## src/rtl/exc_ctrl_pkg.sv

```systemverilog
// exc_ctrl_pkg: CP0 exception codes, controller FSM states and the default exception vector
package exc_ctrl_pkg;
   localparam logic [4:0] EXC_INT  = 5'h00;
   localparam logic [4:0] EXC_ADEL = 5'h04;
   localparam logic [4:0] EXC_ADES = 5'h05;
   localparam logic [4:0] EXC_SYS  = 5'h08;
   localparam logic [4:0] EXC_BP   = 5'h09;
   localparam logic [4:0] EXC_RI   = 5'h0A;
   localparam logic [4:0] EXC_OV   = 5'h0C;
   localparam logic [31:0] EXC_VECTOR_DEF = 32'hBFC0_0380;
   typedef enum logic [1:0] {IDLE, TAKE, DRAIN} state_t;
endpackage

```

## src/rtl/exc_prio_enc.sv

```systemverilog
// exc_prio_enc: fixed-priority encoder, lowest set index wins
module exc_prio_enc #(
   parameter int NUM_SRC = 4,
   localparam int IW = NUM_SRC > 1 ? $clog2(NUM_SRC) : 1
) (
   input  logic [NUM_SRC-1:0] req,
   output logic               any,
   output logic [IW-1:0]      idx,
   output logic [NUM_SRC-1:0] grant
);
   always_comb begin
      idx = '0;
      for (int i = NUM_SRC - 1; i >= 0; i--)
         if (req[i]) idx = IW'(i);
   end
   assign any   = |req;
   assign grant = req & ~(req - NUM_SRC'(1));
endmodule

```

## src/rtl/exc_ctrl.sv

```systemverilog
// exc_ctrl: commit-stage exception/interrupt arbiter producing flush, redirect and CP0 strobes
module exc_ctrl
   import exc_ctrl_pkg::*;
#(
   parameter int NUM_SRC = 4,
   parameter int ADDR_W = 32,
   parameter int HW_INT = 6,
   parameter logic [ADDR_W-1:0] EXC_VECTOR = ADDR_W'(EXC_VECTOR_DEF),
   parameter int DRAIN_CYCLES = 2
) (
   input  logic                 clk,
   input  logic                 rst_n,
   input  logic                 inst_valid,
   input  logic [ADDR_W-1:0]    inst_pc,
   input  logic                 inst_bd,
   input  logic [NUM_SRC-1:0]   exc_req,
   input  logic [5*NUM_SRC-1:0] exc_code,
   input  logic [NUM_SRC-1:0]   exc_badv_src,
   input  logic [ADDR_W-1:0]    exc_badvaddr,
   input  logic                 eret,
   input  logic [HW_INT-1:0]    hw_int,
   input  logic [1:0]           sw_int,
   input  logic                 status_ie,
   input  logic                 status_exl,
   input  logic [7:0]           status_im,
   input  logic [ADDR_W-1:0]    cp0_epc,
   output logic                 flush,
   output logic [ADDR_W-1:0]    redirect_pc,
   output logic                 cp0_exc_we,
   output logic [4:0]           cp0_exccode,
   output logic                 cp0_bd,
   output logic                 cp0_epc_we,
   output logic [ADDR_W-1:0]    cp0_epc_wdata,
   output logic                 cp0_badv_we,
   output logic [ADDR_W-1:0]    cp0_badv_wdata,
   output logic                 exl_clr,
   output logic [7:0]           int_pending,
   output logic                 busy
);
   localparam int IW = NUM_SRC > 1 ? $clog2(NUM_SRC) : 1;
   localparam int CW = DRAIN_CYCLES > 1 ? $clog2(DRAIN_CYCLES) : 1;
   state_t state;
   logic [CW-1:0] cnt;
   logic [HW_INT-1:0] hw_int_q;
   logic [7:0] ip;
   logic any, int_take, exc_take, eret_take, trap, eval;
   logic [IW-1:0] win;
   logic [NUM_SRC-1:0] grant;
   logic [ADDR_W-1:0] epc;
   exc_prio_enc #(.NUM_SRC(NUM_SRC)) u_enc (.req(exc_req), .any(any), .idx(win), .grant(grant));
   assign ip        = 8'({hw_int_q, sw_int});
   assign int_take  = inst_valid & status_ie & ~status_exl & |(ip & status_im);
   assign exc_take  = inst_valid & any;
   assign eret_take = inst_valid & eret;
   assign trap      = int_take | exc_take;
   assign epc       = inst_bd ? inst_pc - ADDR_W'(4) : inst_pc;
   // the last drain cycle already samples events so the next flush follows without a gap
   assign eval      = state == IDLE || (state == DRAIN && cnt == '0);
   assign busy      = state != IDLE;
   always_ff @(posedge clk) begin
      if (!rst_n) begin
         state          <= IDLE;
         cnt            <= '0;
         hw_int_q       <= '0;
         int_pending    <= '0;
         flush          <= 1'b0;
         redirect_pc    <= '0;
         cp0_exc_we     <= 1'b0;
         cp0_exccode    <= '0;
         cp0_bd         <= 1'b0;
         cp0_epc_we     <= 1'b0;
         cp0_epc_wdata  <= '0;
         cp0_badv_we    <= 1'b0;
         cp0_badv_wdata <= '0;
         exl_clr        <= 1'b0;
      end else begin
         hw_int_q       <= hw_int;
         int_pending    <= ip;
         flush          <= 1'b0;
         redirect_pc    <= '0;
         cp0_exc_we     <= 1'b0;
         cp0_exccode    <= '0;
         cp0_bd         <= 1'b0;
         cp0_epc_we     <= 1'b0;
         cp0_epc_wdata  <= '0;
         cp0_badv_we    <= 1'b0;
         cp0_badv_wdata <= '0;
         exl_clr        <= 1'b0;
         if (eval && (trap || eret_take)) begin
            state          <= TAKE;
            flush          <= 1'b1;
            redirect_pc    <= trap ? EXC_VECTOR : cp0_epc;
            cp0_exc_we     <= trap;
            cp0_exccode    <= int_take ? EXC_INT : exc_take ? exc_code[5*win +: 5] : 5'h00;
            cp0_bd         <= trap & inst_bd & ~status_exl;
            cp0_epc_we     <= trap & ~status_exl;
            cp0_epc_wdata  <= trap ? epc : '0;
            cp0_badv_we    <= ~int_take & exc_take & |(exc_badv_src & grant);
            cp0_badv_wdata <= ~int_take & exc_take ? exc_badvaddr : '0;
            exl_clr        <= ~trap;
         end else if (state == TAKE) begin
            state <= DRAIN_CYCLES > 0 ? DRAIN : IDLE;
            cnt   <= CW'(DRAIN_CYCLES > 0 ? DRAIN_CYCLES - 1 : 0);
         end else if (state == DRAIN) begin
            state <= cnt == '0 ? IDLE : DRAIN;
            cnt   <= cnt == '0 ? '0 : cnt - CW'(1);
         end
      end
   end
endmodule

```

## config.mk

```make
export PLATFORM = sky130hd
export DESIGN_NAME = exc_ctrl
export DESIGN_NICKNAME = d
export VERILOG_FILES = /design/src/rtl/exc_ctrl_pkg.sv /design/src/rtl/exc_prio_enc.sv /design/src/rtl/exc_ctrl.sv
export SDC_FILE = /design/constraint.sdc
export NUM_CORES = 1
export LEC_CHECK = 0
export ABC_AREA = 1
export BUFFER_PORTS_ARGS = -buffer_cell sky130_fd_sc_hd__buf_2
export CAP_MARGIN = 0
export CORE_UTILIZATION = 45
export CTS_CLUSTER_DIAMETER = 50
export CTS_CLUSTER_SIZE = 28
export DETAILED_ROUTE_END_ITERATION = 12
export GPL_TIMING_DRIVEN = 1
export PLACE_DENSITY = 0.83
export SYNTH_ARGS = -nofsm -noshare
export SYNTH_HDL_FRONTEND = slang
export SYNTH_SLANG_ARGS = --single-unit
```

## constraint.sdc

```tcl
create_clock -name clk -period 4.4 [get_ports clk]
set_input_delay 1.1 -clock clk [delete_from_list [all_inputs] [get_ports clk]]
set_output_delay 1.1 -clock clk [all_outputs]
set_load 0.03 [all_outputs]
```

==> flow_summary.ini <==
[floorplan]
die_w_um = 105
die-area_um2 = 11000
core_area_um2 = 10300
start_util_pct = 46.2
ios = 263
rows = 37
fp.dieH_um = 105

[global_route]
grt_remaining_overflow = 0
grt_pass1_vias = 3979
grt_max_degree = 27
grt_usage_pct = 22.0
grt_pass1_wl_mm = 18.7
grt_antenna_before_repair = 0

[clock_network]
cts_sinks = 124
cts_tree = done
postCtsSetupRepairBufs = 0
cts-resized-gates = 0
cts.reportedPaths.clkPinSlew_ns = 0.06
cts.htree.levels = 4
cts_max_path_buffers = 2
cts_made_buffers = 17
clock_latency_ns = 0.51
cts-hold-fix-buffers = 0
cts_root_buf = clkbuf_8

[detailed_routing]
drc = 0
drt_pass1_iterations = 4
vias = 4333
vias_per_cell = 4.35
drtAntennaViolNets = 0
wire_per_inst_um = 11.9
drt-total-wl_mm = 11.9
drt_iter0_drc = 213

[timing]
worstMarginPinSlew_ns = 0.741
hold_viol = 0
setup_tns_ns = 0
finalMaxSlewViolations = 0
hold_slack_ns = 0.426
setup_violations = 0
setup_slack_ns = 1.86
fmax_mhz = 394
rsz0062_at_grt = false
finalCritPeriodShare_pct = 57.7
min_period_ns = 2.54
finClkSkew_ns = 0.00842
slew_headroom_pct = 50.4

[hold_path]
hold_start = hw_int_q[4]
hold_path.class = reg2reg

[outcome]
status = completed

[layout]
regArea_um2 = 2480
diodes = 0
final_layout_size_suffix_gt1_share_pct = 40.4
layout_commonest_cell = buf_2
multi_input_area_um2 = 1760
syn_to_final_growth_pct = 41.2
num-fill-cells = 863
fin_nets = 997
mostFrequentLayoutCells = 262 x buf_2, 126 x nor2_1, 124 x dfxtp_1

[worst_setup_path]
worstPathMaxFanout = 26
startpoint_type = primary input
cp.required_ns = 4.80
r2r-start = state[0]
worst-setup-path-type = in2reg
cp_data_arrival_time_ns = 2.94
cp-startpoint = sw_int[1]
cp-end-kind = register

[power]
vdd_drop_max_uv = 232
p_leak_nw = 3.84
powerDensity_nw_per_um2 = 462

[synthesis]
ys_seq_area_share_pct = 52.0
synthesis.nets = 726
syn-mean-instance-area_um2 = 8.30
ys.flop_type = dfxtp_1
synth_edf_count = 0
ys_types = 36
postSynthCellCount = 575
yosys_warnings = 0
syn-cell-area_um2 = 4770
synth_async_sr_flop_share_pct = 0
yosys_register_bits = 124

[placement]
place.port_buffers = 262
gp_congestion = 0.902
dpl.hpwl_mm = 9.37
place_ws_ns = 1.32

[flow_run]
max_cap_violations = 0
-- critical path, cell delays in order --
cell	delay, ns
buf_2	0.10
nand2_1	0.05
nand2_1	0.06
nor2_1	0.08
nand2_1	0.12
nand2_1	0.14
nand3_2	0.10
nand2_4	0.15
nor2_8	0.05
nand2_2	0.54
buf_4	0.39
nor2_4	0.04
-- synthesized netlist by cell type (2+ instances only) --
master	n	share of area, %
nand2_4	2	0.47
xnor2_1	4	0.73
o21ai_0	9	0.94
nor4_1	2	0.26
nand2_1	70	5.5
o22ai_1	5	0.66
ha_1	4	1.0
nand4_1	4	0.52
nand3_1	20	2.1
inv_2	4	0.31
buf_2	4	0.42
nor3_1	4	0.42
or2_2	5	0.66
buf_12	2	0.84
a21oi_1	5	0.52
clkbuf_1	4	0.31
buf_6	3	0.71
nor2_1	126	9.9
inv_1	106	8.3
a211oi_1	2	0.31
nor2_4	24	5.7
nor2_2	6	0.79
nand2_2	6	0.79
dfxtp_1	124	52
o21a_1	2	0.31
o211ai_1	5	0.79
xor2_1	14	2.6
-- power breakdown --
group | switching, mW | internal (mW) | leakage (nW) | total [mW]
clock | 0.502 | 0.822 | 0.275 | 1.32
sequential | 0.0225 | 1.21 | 1.01 | 1.23
combinational | 0.383 | 0.173 | 2.55 | 0.556
-- per-layer routing --
layer  global-route usage (%)  vias to the layer above  part of all wire (%)
met2                     39.7                      171                    51
met5                        0                        -                     0
met3                     7.30                       19                   8.1
li1                         -                     2261                     -
met1                     23.7                     1882                    39
met4                     8.25                        0                   1.7
-- state kept, by name, indices dropped and copies added (netlist names) --
name,cells
exl_clr,1
cp0_bd,1
hw_int_q,6
cp0_epc_we,1
flush,1
cp0_badv_we,1
int_pending,8
cp0_epc_wdata,32
redirect_pc,32
state,2
cp0_exccode,5
cnt,1
cp0_exc_we,1
cp0_badv_wdata,32
-- worst paths after layout --
path | to | slack [ns] | depth (start not counted)
min | int_pending[6] | 0.43 | 2
max | cp0_badv_wdata[16] | 1.86 | 12
max reg2reg | cp0_badv_wdata[16] | 2.21 | 9
min reg2reg | int_pending[6] | 0.43 | 2
-- per-stage QoR --
stage	std cells	cell area [um^2]	util [%]	total power [mW]
CTS	995	6740	65.3	3.15
finish	995	6740	65.3	3.11
floorplan	575	4770	-	1.63
global route	995	6740	65.3	3.24
detailed placement	963	6170	59.7	1.82
global placement	963	6170	59.7	1.81
-- layout make-up --
cell class	instances	share of cell area, %
timing repair buffer	265	19.8
tap	136	2.52
clock buffer	19	6.40
sequential	124	36.8
multi-input combinational	327	26.2
inverter	111	6.18
clock inverter	13	2.10
-- kinds of logic (layout without fill, tap and decap cells) --
| family | Yosys count | after routing | synth area share (%) |
|---|---|---|---|
| xor gates and xnor gates | 18 | 18 | 3.30 |
| and+or+nand+nor | 273 | 273 | 28.4 |
| adders and majority gates | 4 | 4 | 1.05 |
| buffers and inverters | 124 | 408 | 11.0 |
| DFF | 124 | 124 | 52.0 |
| AOI/OAI and AO/OA | 32 | 32 | 4.20 |
Power figures use the tool's default switching activity.
